**config.mk**
```make
export PLATFORM = sky130hd
export DESIGN_NAME = instruction_fetch
export DESIGN_NICKNAME = d
export VERILOG_FILES = /design/src/rtl/instruction_fetch.sv
export SDC_FILE = /design/constraint.sdc
export NUM_CORES = 1
export LEC_CHECK = 0
export CORE_MARGIN = 2
export CORE_UTILIZATION = 40
export CTS_CLUSTER_DIAMETER = 120
export CTS_CLUSTER_SIZE = 16
export DETAILED_ROUTE_END_ITERATION = 8
export PLACE_DENSITY = 0.79
export SETUP_SLACK_MARGIN = 0.3
export SYNTH_ARGS = -nofsm -noshare
export SYNTH_HDL_FRONTEND = slang
export SYNTH_SLANG_ARGS = --single-unit
```
**constraint.sdc**
```tcl
create_clock -name clk -period 3.8 [get_ports clk]
set_clock_uncertainty 0.1 [all_clocks]
set_input_delay 0.57 -clock clk [delete_from_list [all_inputs] [get_ports clk]]
set_output_delay 0.57 -clock clk [all_outputs]
set_load 0.05 [all_outputs]
```
**src/rtl/instruction_fetch.sv**
```systemverilog
// Instruction fetch unit: issues one word read at a time, holds the returned
// instruction for decode, and redirects on branches while squashing stale data.
module instruction_fetch #(
  parameter int unsigned     s        = 32,
  parameter logic [s-1:0]    RESET_PC = 32'h0000_0000
) (
  input  logic         clk,
  input  logic         reset,
  input  logic         stall,
  input  logic         branch_taken,
  input  logic [s-1:0] branch_target,
  output logic         imem_req,
  output logic [s-1:0] imem_addr,
  input  logic         imem_valid,
  input  logic [s-1:0] imem_rdata,
  output logic [s-1:0] instruction,
  output logic         instr_valid,
  output logic [s-1:0] pc_out,
  output logic [s-1:0] pc_plus4
);

  typedef enum logic [1:0] {
    FETCH = 2'd0,
    WAIT  = 2'd1,
    HOLD  = 2'd2,
    DROP  = 2'd3
  } state_e;

  localparam logic [s-1:0] NOP_INSTR = s'(32'h0000_0013);
  localparam logic [s-1:0] PC_INC    = s'(32'd4);
  localparam logic [s-1:0] PC_START  = {RESET_PC[s-1:2], 2'b00};

  state_e       state_q, state_d;
  logic [s-1:0] pc_q, pc_d;
  logic [s-1:0] instruction_q, instruction_d;
  logic         instr_valid_q, instr_valid_d;
  logic [s-1:0] target_s;
  logic         unused_target_bits;

  // Redirect targets are always word aligned; the low bits are deliberately dropped.
  assign target_s           = {branch_target[s-1:2], 2'b00};
  assign unused_target_bits = ^branch_target[1:0];

  // Next-state and next-register computation for the fetch FSM.
  always_comb begin
    state_d       = state_q;
    pc_d          = pc_q;
    instruction_d = instruction_q;
    instr_valid_d = instr_valid_q;
    case (state_q)
      FETCH: begin
        if (branch_taken) begin
          pc_d    = target_s;
          state_d = DROP;
        end else begin
          state_d = WAIT;
        end
      end
      WAIT: begin
        if (imem_valid && branch_taken) begin
          pc_d    = target_s;
          state_d = FETCH;
        end else if (imem_valid) begin
          instruction_d = imem_rdata;
          instr_valid_d = 1'b1;
          state_d       = HOLD;
        end else if (branch_taken) begin
          pc_d    = target_s;
          state_d = DROP;
        end else begin
          state_d = WAIT;
        end
      end
      HOLD: begin
        if (branch_taken) begin
          pc_d          = target_s;
          instr_valid_d = 1'b0;
          state_d       = FETCH;
        end else if (!stall) begin
          pc_d          = pc_q + PC_INC;
          instr_valid_d = 1'b0;
          state_d       = FETCH;
        end else begin
          state_d = HOLD;
        end
      end
      DROP: begin
        // The stale response still has to drain before a new request may issue.
        if (branch_taken) begin
          pc_d = target_s;
        end else begin
          pc_d = pc_q;
        end
        if (imem_valid) begin
          state_d = FETCH;
        end else begin
          state_d = DROP;
        end
      end
      default: begin
        state_d       = FETCH;
        instr_valid_d = 1'b0;
      end
    endcase
  end

  // State and datapath registers with synchronous reset.
  always_ff @(posedge clk) begin
    if (reset) begin
      state_q       <= FETCH;
      pc_q          <= PC_START;
      instruction_q <= NOP_INSTR;
      instr_valid_q <= 1'b0;
    end else begin
      state_q       <= state_d;
      pc_q          <= pc_d;
      instruction_q <= instruction_d;
      instr_valid_q <= instr_valid_d;
    end
  end

  assign imem_req    = (state_q == FETCH) && !reset;
  assign imem_addr   = pc_q;
  assign instruction = instruction_q;
  assign instr_valid = instr_valid_q;
  assign pc_out      = pc_q;
  assign pc_plus4    = pc_q + PC_INC;

endmodule

```
==> summary.md, run 1 <==
## Status
* complete, no violations — status

## Job
* 0 — count of max-cap constraint violations

## Final layout
* 50.67% — post-synthesis to final-layout area growth
* 784 — number of nets in the finished design
* 904 — final-layout fill cell count
* 0.07584 — proportion of layout cells with a drive suffix above 1
* 848 — number of cells in the finished layout apart from fillers
* 0 — diode insertion count for antenna repair

## Yosys
* sky130_fd_sc_hd__dfxtp_1 32%, sky130_fd_sc_hd__nand2_1 10%, sky130_fd_sc_hd__a21oi_1 6.8%, sky130_fd_sc_hd__buf_4 6.2%, sky130_fd_sc_hd__xnor2_1 3.0% — cell types with the largest area share after synthesis
* 0.3243 — fraction of the yosys area taken by sequential cells
* 7.548 µm² — Syn Area/Cell
* sky130_fd_sc_hd__nand2_1 — most frequently used cell type in the post-synthesis netlist
* 548 — gate count after technology mapping
* 0.02420 — synthesized-area fraction occupied by adder cells
* 0 — share of synthesized registers carrying an async set or reset
* simple AND/OR/NAND/NOR gates — largest family of logic cells by synthesized area
* 0.3243 — Synth top area share
* sky130_fd_sc_hd__dfxtp_1 — post-synth top area cell
* sky130_fd_sc_hd__dfxtp_1 — primary flip-flop cell chosen by synthesis mapping
* 67 — flop and latch count out of synthesis
* 0 — Synth warnings
* 0.2123 — complex-gate fraction of the synthesized area
* 0.2629 — Post-Synth Simple-Gate Area
* 0.02238 — post-synthesis mux area share
* 58 — number of distinct library cells after synthesis
* 0 — count of flip-flops with a built-in enable after synthesis
* 0.04870 — xor/xnor share of the synthesized area
* 625 — post-synth net total
* 4136 µm² — post-synthesis instance area
* 111 x sky130_fd_sc_hd__nand2_1, 67 x sky130_fd_sc_hd__dfxtp_1, 56 x sky130_fd_sc_hd__a21oi_1 — synth cell count leaders

## Timing
* 0.7417 ns — actual transition at the worst max-transition pin
* 3.365 ns — time the worst path needs with I/O delays and setup
* 0 ns — post-route setup TNS
* 0.5055 — Relative slew margins
* 0.8856 — share of the cycle needed by the critical path after routing
* 0.2972 GHz — achievable clock frequency
* 0.4349 ns — worst path setup slack after routing
* false — unrepaired setup endpoints after global routing
* 0 — Hold Vio Cnt, Final
* 0 — total setup violations reported at the end of the flow
* 0 — number of pins exceeding their max-slew limit in the final report

## Power and ir drop
* 0.317 — proportion of power drawn by flip-flops and latches
* 1.471 mW — Int Pwr
* 1.180 mW — net switching component of the power
* 2.651 mW — total power
* 2.431 nW — Static Leakage
* 0.241 — proportion of power drawn by the clock network
* 0.0002538 V — highest ir drop seen on vdd
* 0.4453 — Sw Ratio
* 0.442 — power share of the combinational group
* 425.3 nW/µm² — total power per unit cell area

## Clock network
* 0 — count of hold buffers inserted by post-cts repair
* 0.09 ns — clk slew on worst S/H paths
* sky130_fd_sc_hd__clkbuf_8 — root cell of the clock tree
* 0.36 ns — latest clock arrival within the worst-skew pair
* yes — clock tree from TritonCTS
* 0 — post-CTS setup repair buffer count
* 3 — H-tree levels
* 2 — Max Buffers Root-to-Sink
* 9 — clock buffer count from CTS
* 67 — clk sink count

## Setup path
* 5 — Stages on worst setup path
* register — kind of launch point of the worst setup path
* reg2out — crit path kind
* 2.70 ns — arrival time worst endpoint
* 8 — critical-path maximum fanout
* ha_1 -> nand2_1 -> nor4_1 -> xor2_1 -> clkdlybuf4s50_1 — Critical Path, Cell by Cell
* output pin — Setup crit end kind
* buffers and inverters — family with the most delay on the worst path
* 0.85 ns — longest individual stage delay on the worst path
* 1 — number of buffers and inverters on the critical path
* 3.13 ns — required time of the critical path
* 7 — number of cells traversed by the worst register-to-register path
* 1.22 ns — Register-to-Register Setup Slack
* sky130_fd_sc_hd__clkdlybuf4s50_1 — CP max stage cell

## Routing
* 0 — Detail Route Antenna Nets
* 16.76 µm — average wire per cell in the routed design
* 5.512 — post-detailed-route via-to-cell ratio
* 4674 — number of vias in the routed layout
* 5 — iteration count of the initial detailed-routing pass
* 326 — 1st-iter DRT viols
* 0 — Remaining DRCs
* 14.21 mm — post-detailed-routing wire length

## Min path
* reg2reg — class of the worst hold path
* 2 — number of cells on the worst hold path

## Placed design
* 0.8865 — final weighted congestion of routability-driven global placement
* 832 — number of cells in the design after placement
* 10.24 mm — total half-perimeter wirelength after legalization and detailed placement
* 196 — Port Buf Inserts
* 0.4653 ns — minimum setup slack after placement

## GRT
* 21.86 mm — global-route wire length before repair
* 70 — largest net degree at the start of global routing
* 0 — number of antenna violations at the first check in global routing
* 4330 — vias in the first global route
* 0 — grt ovf
* 0.2430 — Tot GR Track Use

## Die
* 37 — Row Count
* 105.7 µm — Die Span X
* 105.7 µm — Die Y-Extent
* 199 — boundary pin count
* 11170 µm² — die area
* 0.4061 — starting density of the core
* 10180 µm² — standard cell core area

==> sequential cells by signal, summed over array words and instances (netlist names) <==
| signal | flops |
|---|---|
| instr_valid | 1 |
| state_q | 2 |
| imem_addr | 32 |
| instruction | 32 |
==> stage by stage <==
stage / cell area (µm²) / utilization / hold WS (ns)
2_1_floorplan: 4136 / - / 0.5736
3_3_place_gp: 6016 / 0.5907 / 0.3414
3_5_place_dp: 6016 / 0.5907 / 0.3453
4_1_cts: 6225 / 0.6112 / 0.3580
5_1_grt: 6232 / 0.6119 / 0.3831
6_report: 6232 / 0.6119 / 0.3567
==> final cells by class <==
type | instances | area (µm²) | share of cell area
Tap cell | 136 | 170.2 | 0.02730
Sequential cell | 67 | 1341 | 0.2152
Timing Repair Buffer | 213 | 2076 | 0.3331
Clock buffer | 9 | 123.9 | 0.01988
Clock inverter | 7 | 81.33 | 0.01305
Multi-Input combinational cell | 400 | 2380 | 0.3819
Inverter | 16 | 60.06 | 0.009637
==> placed cells by master, fill, tap and decap left out, types with 5 or more instances in the layout <==
master	netlist	routed
sky130_fd_sc_hd__nand2_1	111	111
sky130_fd_sc_hd__a22oi_1	9	9
sky130_fd_sc_hd__o22ai_1	7	7
sky130_fd_sc_hd__inv_1	15	15
sky130_fd_sc_hd__ha_1	8	8
sky130_fd_sc_hd__nor3_1	10	10
sky130_fd_sc_hd__o21ai_0	23	23
sky130_fd_sc_hd__a221oi_1	7	7
sky130_fd_sc_hd__nor2_1	25	25
sky130_fd_sc_hd__xnor2_1	14	14
sky130_fd_sc_hd__nand3_1	11	11
sky130_fd_sc_hd__nand3b_1	7	7
sky130_fd_sc_hd__and2_1	8	8
sky130_fd_sc_hd__nand4_1	5	5
sky130_fd_sc_hd__mux2i_1	7	7
sky130_fd_sc_hd__and3_1	7	6
sky130_fd_sc_hd__clkdlybuf4s50_1	0	176
sky130_fd_sc_hd__dlymetal6s2s_1	0	7
sky130_fd_sc_hd__buf_4	34	17
sky130_fd_sc_hd__a21oi_1	56	56
sky130_fd_sc_hd__xor2_1	9	9
sky130_fd_sc_hd__dfxtp_1	67	67
sky130_fd_sc_hd__nor4_1	10	7
sky130_fd_sc_hd__o221ai_1	5	5
sky130_fd_sc_hd__dlygate4sd2_1	0	9
sky130_fd_sc_hd__clkbuf_8	0	9
==> repair_timing <==
action / in CTS / in global routing
endpoints found under the setup margin: 14 / 11
pin swaps: 0 / 0
gates resized for setup: 15 / 14
==> worst paths after layout <==
path	from	end
worst max-delay path	imem_addr[2]	pc_plus4[14]
worst min-delay path	instruction[12]	instruction[12]
worst max register to register	state_q[0]	imem_addr[13]
worst min register to register	instruction[12]	instruction[12]
==> logic make-up (layout without fill, tap and decap cells) <==
kind of cell             Yosys count  in the layout
adder cells (fa/ha/maj)            8              8
XOR/XNOR                          23             23
buffers and inverters             81            245
flip-flops                        67             67
multiplexers                       9              9
AO/OA/AOI/OAI                    140            140
AND/OR/NAND/NOR                  220            220
==> routing by layer <==
| metal | wire (µm) | up-vias | global-route usage |
|---|---|---|---|
| li1 | - | 2222 | - |
| met1 | 5787 | 2188 | 0.3032 |
| met2 | 6959 | 239 | 0.4147 |
| met3 | 1224 | 25 | 0.05195 |
| met4 | 243 | 0 | 0.08271 |
| met5 | 0 | - | 0 |
==> worst register-to-register path, cell delays in order, from the launching register on <==
cell and delay [ns]:
sky130_fd_sc_hd__dfxtp_1 0.38, sky130_fd_sc_hd__inv_1 0.09, sky130_fd_sc_hd__ha_1 0.37, sky130_fd_sc_hd__nor2b_1 0.44, sky130_fd_sc_hd__a21oi_1 0.34, sky130_fd_sc_hd__a221oi_1 0.46, sky130_fd_sc_hd__a21oi_1 0.12, sky130_fd_sc_hd__o21a_1 0.17
==> power by group through the flow <==
stage | clock [mW] | combinational, mW | sequential, mW
3_5_place_dp | 0 | 1.18 | 0.854
3_3_place_gp | 0 | 1.17 | 0.849
2_1_floorplan | 0 | 0.636 | 1.01
4_1_cts | 0.643 | 1.17 | 0.838
5_1_grt | 0.672 | 1.23 | 0.850
6_report | 0.638 | 1.17 | 0.840
Power figures use the tool's default switching activity.
==> inputs of run 2 (changes only) <==
--- a/config.mk
+++ b/config.mk
@@ -5,8 +5,9 @@
 export SDC_FILE = /design/constraint.sdc
 export NUM_CORES = 1
 export LEC_CHECK = 0
-export CORE_MARGIN = 2
+export CORE_MARGIN = 1.5
 export CORE_UTILIZATION = 40
+export CTS_BUF_LIST = sky130_fd_sc_hd__clkbuf_8
 export CTS_CLUSTER_DIAMETER = 120
 export CTS_CLUSTER_SIZE = 16
 export DETAILED_ROUTE_END_ITERATION = 8
==> run 2 against run 1 <==
Via count shrank 0.19%. Die area shrank 1.9%. Critical path depth is the same. Combinational power is essentially flat. Global-route usage grew 0.49 points. Sequential cell count is the same. Fmax is essentially flat. Critical path type unchanged. Highest routed layer unchanged.
==> summary.md, run 2 (same netlist as run 1, synthesis figures left out) <==
## Status
* complete, no violations — status, unchanged

## Die
* 0.4174 — starting density of the core, was 0.4061
* 9910 µm² — standard cell core area, was 10180 µm²
* 104.7 µm — Die Y-Extent, was 105.7 µm
* 104.7 µm — Die Span X, was 105.7 µm
* 36 — Row Count, was 37
* 10960 µm² — die area, was 11170 µm²
* 199 — boundary pin count, unchanged

## Timing
* 0.2974 GHz — achievable clock frequency, was 0.2972 GHz
* 0.8848 — share of the cycle needed by the critical path after routing, was 0.8856
* 3.362 ns — time the worst path needs with I/O delays and setup, was 3.365 ns
* 0.4924 — Relative slew margins, was 0.5055
* 0 ns — post-route setup TNS, unchanged
* false — unrepaired setup endpoints after global routing, unchanged
* 0 — Hold Vio Cnt, Final, unchanged
* 0.7614 ns — actual transition at the worst max-transition pin, was 0.7417 ns
* 0 — number of pins exceeding their max-slew limit in the final report, unchanged
* 0 — total setup violations reported at the end of the flow, unchanged

## Placed design
* 196 — Port Buf Inserts, unchanged
* 828 — number of cells in the design after placement, was 832
* 10.38 mm — total half-perimeter wirelength after legalization and detailed placement, was 10.24 mm
* 0.8949 — final weighted congestion of routability-driven global placement, was 0.8865

## Final layout
* 783 — number of nets in the finished design, was 784
* 50.51% — post-synthesis to final-layout area growth, was 50.67%
* 865 — final-layout fill cell count, was 904
* 844 — number of cells in the finished layout apart from fillers, was 848
* sky130_fd_sc_hd__clkdlybuf4s50_1 — most frequent standard cell in the layout excluding fill and tap cells, unchanged
* 0.07736 — proportion of layout cells with a drive suffix above 1, was 0.07584
* 0 — diode insertion count for antenna repair, unchanged
* 177 x sky130_fd_sc_hd__clkdlybuf4s50_1, 111 x sky130_fd_sc_hd__nand2_1, 67 x sky130_fd_sc_hd__dfxtp_1, 56 x sky130_fd_sc_hd__a21oi_1, 25 x sky130_fd_sc_hd__nor2_1 — top library cells by usage in the layout, fill and taps aside, was 176 x sky130_fd_sc_hd__clkdlybuf4s50_1, 111 x sky130_fd_sc_hd__nand2_1, 67 x sky130_fd_sc_hd__dfxtp_1, 56 x sky130_fd_sc_hd__a21oi_1, 25 x sky130_fd_sc_hd__nor2_1

## Routing
* 264 — 1st-iter DRT viols, was 326
* 5 — iteration count of the initial detailed-routing pass, unchanged
* 0 — Remaining DRCs, unchanged
* 0 — Detail Route Antenna Nets, unchanged
* 14.26 mm — post-detailed-routing wire length, was 14.21 mm
* 16.89 µm — average wire per cell in the routed design, was 16.76 µm
* 4665 — number of vias in the routed layout, was 4674
* 5.527 — post-detailed-route via-to-cell ratio, was 5.512

## Clock network
* 67 — clk sink count, unchanged
* 0.07 ns — clk slew on worst S/H paths, was 0.09 ns
* yes — clock tree from TritonCTS, unchanged
* 2 — Max Buffers Root-to-Sink, unchanged
* 3 — H-tree levels, unchanged
* 0 — post-CTS setup repair buffer count, unchanged
* 0.35 ns — latest clock arrival within the worst-skew pair, was 0.36 ns
* sky130_fd_sc_hd__clkbuf_8 — root cell of the clock tree, unchanged
* 0 — count of hold buffers inserted by post-cts repair, unchanged
* 9 — clock buffer count from CTS, unchanged

## Power and ir drop
* 0.445 — power share of the combinational group, was 0.442
* 2.406 nW — Static Leakage, was 2.431 nW
* 0.4341 — Sw Ratio, was 0.4453
* 0.239 — proportion of power drawn by the clock network, was 0.241
* 0.0002377 V — highest ir drop seen on vdd, was 0.0002538 V
* 1.151 mW — net switching component of the power, was 1.180 mW
* 1.500 mW — Int Pwr, was 1.471 mW
* 0.316 — proportion of power drawn by flip-flops and latches, was 0.317
* 425.7 nW/µm² — total power per unit cell area, was 425.3 nW/µm²

## GRT
* 0 — grt ovf, unchanged
* 70 — largest net degree at the start of global routing, unchanged
* 4389 — vias in the first global route, was 4330
* 0 — number of antenna violations at the first check in global routing, unchanged
* 22.01 mm — global-route wire length before repair, was 21.86 mm
* 0.2480 — Tot GR Track Use, was 0.2430

## Setup path
* reg2out — crit path kind, unchanged
* 1.10 ns — Register-to-Register Setup Slack, was 1.22 ns
* 2.69 ns — arrival time worst endpoint, was 2.70 ns
* imem_addr[13] — Critical R2R Capture, unchanged
* 7 — number of cells traversed by the worst register-to-register path, unchanged
* 3.13 ns — required time of the critical path, about the same
* output pin — Setup crit end kind, unchanged
* state_q[0] — reg-to-reg startpoint, unchanged
* 9 — critical-path maximum fanout, was 8
* register — kind of launch point of the worst setup path, unchanged

## Min path
* instruction[23] — start point of the worst hold path, was instruction[12]
* reg2reg — class of the worst hold path, unchanged
* instruction[23] — Worst Hold Path EP, was instruction[12]
* 2 — number of cells on the worst hold path, unchanged

## Job
* 0 — count of max-cap constraint violations, unchanged

## run 2: changes by cell type in the layout (fill, tap and decap cells not counted), sizes merged
cell / previous run / this run
clkbuf: 12 / 15
inv: 19 / 16
buf: 18 / 17
clkdlybuf4s50: 176 / 177
clkinv: 2 / 3
dlygate4sd2: 9 / 8
dlymetal6s2s: 7 / 6
## run 2: layer usage
metal,wire length [µm],GRT usage,vias to the layer above
met3,1131,0.06550,29
met2,6807,0.4018,227
met1,5963,0.3083,2191
li1,-,-,2218
met4,354,0.1106,0
met5,0,0,-
## run 2: stage by stage
step,hold WS [ns],total power [mW],setup slack (ns),instance area (µm²),utilization
2_1_floorplan,0.5736,1.648,0.4257,4136,-
3_3_place_gp,0.3420,2.013,0.4298,6005,0.6059
3_5_place_dp,0.3469,2.035,0.3766,6005,0.6059
4_1_cts,0.3555,2.660,0.2698,6215,0.6271
5_1_grt,0.3694,2.761,0.3105,6226,0.6283
6_report,0.3545,2.651,0.4376,6226,0.6283
## run 2: cell type report
| class | count | area [µm²] | share of cell area |
|---|---|---|---|
| clock buffer | 11 | 151.4 | 0.02432 |
| clock inverter | 5 | 60.06 | 0.009646 |
| inverter | 16 | 60.06 | 0.009646 |
| multi-input combinational | 400 | 2385 | 0.3830 |
| sequential | 67 | 1341 | 0.2154 |
| tap | 133 | 166.4 | 0.02673 |
| timing repair buffer | 212 | 2062 | 0.3312 |
## run 2: power groups by stage
stage                     logic [mW]  registers [mW]  clock network (mW)
final                           1.18           0.839               0.632
after global routing            1.24           0.846               0.676
after CTS                       1.18           0.836               0.647
after detailed placement        1.18           0.852                   0
after global placement          1.17           0.846                   0
after floorplan                0.636            1.01                   0
## run 2: how the worst max path moves through the flow
stage	startpoint	depth (start not counted)	slack, ns	end
after floorplan	imem_addr[13]	5	0.43	pc_plus4[20]
after global placement	imem_addr[13]	5	0.43	pc_plus4[29]
after detailed placement	imem_addr[13]	5	0.38	pc_plus4[29]
after CTS	imem_addr[13]	5	0.27	pc_plus4[29]
after global routing	imem_addr[13]	5	0.31	pc_plus4[28]
final	imem_addr[13]	5	0.44	pc_plus4[27]
## run 2: worst max-delay path, stage by stage, from the launching register on
cell and delay, ns:
sky130_fd_sc_hd__dfxtp_1 0.55, sky130_fd_sc_hd__nand4_4 0.22, sky130_fd_sc_hd__or4_1 0.72, sky130_fd_sc_hd__nor4_1 0.42
sky130_fd_sc_hd__or2_1 0.16, sky130_fd_sc_hd__clkbuf_2 0.27
## run 2: what timing repair did
item | in CTS | in global routing
pin swaps | 0 | 0
endpoints found under the setup margin | 14 | 16
resized for setup | 15 | 16
cloned | 0 | 0
==> inputs of run 3 (changes only) <==
--- a/config.mk
+++ b/config.mk
@@ -5,6 +5,7 @@
 export SDC_FILE = /design/constraint.sdc
 export NUM_CORES = 1
 export LEC_CHECK = 0
+export ABC_CLOCK_PERIOD_IN_PS = 3800
 export CORE_MARGIN = 1.5
 export CORE_UTILIZATION = 40
 export CTS_BUF_LIST = sky130_fd_sc_hd__clkbuf_8
@@ -16,3 +17,4 @@
 export SYNTH_ARGS = -nofsm -noshare
 export SYNTH_HDL_FRONTEND = slang
 export SYNTH_SLANG_ARGS = --single-unit
+export TNS_END_PERCENT = 1
==> run 3 against run 2 <==
Utilization is 0.32 points higher. Sequential cell count stayed put. Clock power hardly changed. Critical path type unchanged.
==> summary.md, run 3 (same netlist as run 1, synthesis figures left out) <==
## Power and ir drop
* 425.0 nW/µm² — total power per unit cell area, was 425.7 nW/µm²
* 0.0002376 V — highest ir drop seen on vdd, was 0.0002377 V
* 0.4329 — Sw Ratio, was 0.4341
* 0.315 — proportion of power drawn by flip-flops and latches, was 0.316
* 2.659 mW — total power, was 2.651 mW
* 1.151 mW — net switching component of the power, about the same
* 0.447 — power share of the combinational group, was 0.445
* 1.508 mW — Int Pwr, was 1.500 mW
* 0.238 — proportion of power drawn by the clock network, was 0.239
* 2.523 nW — Static Leakage, was 2.406 nW

## Timing
* 0.4975 — Relative slew margins, was 0.4924
* 0 — Hold Vio Cnt, Final, unchanged
* 0.2698 GHz — achievable clock frequency, was 0.2974 GHz
* 0 — number of pins exceeding their max-slew limit in the final report, unchanged
* 0.3562 ns — Hold Slack, was 0.3545 ns
* 3.707 ns — time the worst path needs with I/O delays and setup, was 3.362 ns
* true — unrepaired setup endpoints after global routing, was false
* 0.9755 — share of the cycle needed by the critical path after routing, was 0.8848
* 0 — total setup violations reported at the end of the flow, unchanged
* 0.7537 ns — actual transition at the worst max-transition pin, was 0.7614 ns

## Clock network
* 0.07 ns — clk slew on worst S/H paths, about the same
* 0 — post-CTS setup repair buffer count, unchanged
* 2 — Max Buffers Root-to-Sink, unchanged
* sky130_fd_sc_hd__clkbuf_8 — root cell of the clock tree, unchanged
* 67 — clk sink count, unchanged
* 3 — H-tree levels, unchanged
* 0 — count of hold buffers inserted by post-cts repair, unchanged
* 9 — clock buffer count from CTS, unchanged
* yes — clock tree from TritonCTS, unchanged
* 0.35 ns — latest clock arrival within the worst-skew pair, about the same

## Final layout
* 783 — number of nets in the finished design, unchanged
* 0.6314 — utilization after layout, was 0.6283
* 178 x sky130_fd_sc_hd__clkdlybuf4s50_1, 111 x sky130_fd_sc_hd__nand2_1, 67 x sky130_fd_sc_hd__dfxtp_1, 56 x sky130_fd_sc_hd__a21oi_1, 25 x sky130_fd_sc_hd__nor2_1 — top library cells by usage in the layout, fill and taps aside, was 177 x sky130_fd_sc_hd__clkdlybuf4s50_1, 111 x sky130_fd_sc_hd__nand2_1, 67 x sky130_fd_sc_hd__dfxtp_1, 56 x sky130_fd_sc_hd__a21oi_1, 25 x sky130_fd_sc_hd__nor2_1
* 51.27% — post-synthesis to final-layout area growth, was 50.51%
* 0.07173 — proportion of layout cells with a drive suffix above 1, was 0.07736
* sky130_fd_sc_hd__clkdlybuf4s50_1 — most frequent standard cell in the layout excluding fill and tap cells, unchanged
* 6257 µm² — finished layout cell area, was 6226 µm²
* 844 — number of cells in the finished layout apart from fillers, unchanged
* 0 — diode insertion count for antenna repair, unchanged
* 857 — final-layout fill cell count, was 865

## Min path
* 2 — number of cells on the worst hold path, unchanged
* reg2reg — class of the worst hold path, unchanged

## Die
* 104.7 µm — Die Span X, unchanged
* 0.4174 — starting density of the core, unchanged
* 199 — boundary pin count, unchanged
* 104.7 µm — Die Y-Extent, unchanged
* 9910 µm² — standard cell core area, unchanged
* 36 — Row Count, unchanged
* 10960 µm² — die area, unchanged

## Routing
* 346 — 1st-iter DRT viols, was 264
* 0 — Detail Route Antenna Nets, unchanged
* 5.537 — post-detailed-route via-to-cell ratio, was 5.527
* 14.34 mm — post-detailed-routing wire length, was 14.26 mm
* 16.99 µm — average wire per cell in the routed design, was 16.89 µm
* 6 — iteration count of the initial detailed-routing pass, was 5
* 0 — Remaining DRCs, unchanged
* 4673 — number of vias in the routed layout, was 4665

## Setup path
* 3.04 ns — arrival time worst endpoint, was 2.69 ns
* output pin — Setup crit end kind, unchanged
* 7 — number of cells traversed by the worst register-to-register path, unchanged
* 3.13 ns — required time of the critical path, about the same
* register — kind of launch point of the worst setup path, unchanged
* reg2out — crit path kind, unchanged
* 9 — critical-path maximum fanout, unchanged

## GRT
* 0 — number of antenna violations at the first check in global routing, unchanged
* 0 — grt ovf, unchanged
* 0.2477 — Tot GR Track Use, was 0.2480
* 70 — largest net degree at the start of global routing, unchanged
* 21.98 mm — global-route wire length before repair, was 22.01 mm
* 4381 — vias in the first global route, was 4389

## Placed design
* 196 — Port Buf Inserts, unchanged
* 6005 µm² — Post-Place Cell Area, unchanged
* 0.8949 — final weighted congestion of routability-driven global placement, unchanged
* 10.38 mm — total half-perimeter wirelength after legalization and detailed placement, unchanged
* 828 — number of cells in the design after placement, unchanged

## Status
* complete, no violations — status, unchanged

## Job
* 0 — count of max-cap constraint violations, unchanged

==> run 3: cell count changes in the layout (fill, tap and decap cells not counted), sizes merged <==
cell / previous run / this run
clkbuf: 15 / 13
clkdlybuf4s50: 177 / 178
dlymetal6s2s: 6 / 15
dlygate4sd2: 8 / 0
==> run 3: what timing repair did <==
action	CTS	global route
setup endpoints to repair	14	22
cloned	0	0
hold endpoints to repair	0	0
pin swaps	0	0
gates resized for setup	3	21
==> run 3: worst paths after layout <==
path / from / to / slack, ns
max: imem_addr[13] / pc_plus4[25] / 0.09
min: instruction[11] / instruction[11] / 0.36
max reg2reg: state_q[0] / imem_addr[13] / 1.12
min reg2reg: instruction[11] / instruction[11] / 0.36
==> run 3: final cells by class <==
type                    instances  area (µm²)  area share
inverters                      16       60.06    0.009598
repair buffers                212        2105      0.3363
flip-flops and latches         67        1341      0.2144
clock inverters                 5       60.06    0.009598
multi-input cells             400        2374      0.3793
well taps                     133       166.4     0.02659
clock buffers                  11       151.4     0.02420
==> run 3: power by group through the flow <==
stage,Sequential (mW),Clock (mW),Combinational [mW]
final,0.838,0.632,1.19
after global routing,0.846,0.676,1.25
after CTS,0.836,0.647,1.19
after detailed placement,0.852,0,1.18
after global placement,0.846,0,1.17
after floorplan,1.01,0,0.636
==> run 3: stage by stage <==
step | TNS [ns] | setup slack, ns
floorplan | 0 | 0.4257
global placement | 0 | 0.4298
detailed placement | 0 | 0.3766
CTS | 0 | 0.09037
global route | -0.03808 | -0.03808
finish | 0 | 0.09312
==> run 3: critical path, stage by stage, from the launching register on <==
cell	delay, ns
sky130_fd_sc_hd__dfxtp_1	0.55
sky130_fd_sc_hd__nand4_4	0.22
sky130_fd_sc_hd__or3_1	0.48
sky130_fd_sc_hd__nor4_1	0.45
sky130_fd_sc_hd__xor2_1	0.18
sky130_fd_sc_hd__clkdlybuf4s50_1	0.81
==> run 3: routing by layer <==
layer / share of wire / GRT usage / wire, µm
met1: 0.41 / 0.3083 / 5850
met2: 0.48 / 0.4008 / 6857
met3: 0.088 / 0.06550 / 1257
met4: 0.026 / 0.1106 / 370
met5: 0 / 0 / 0
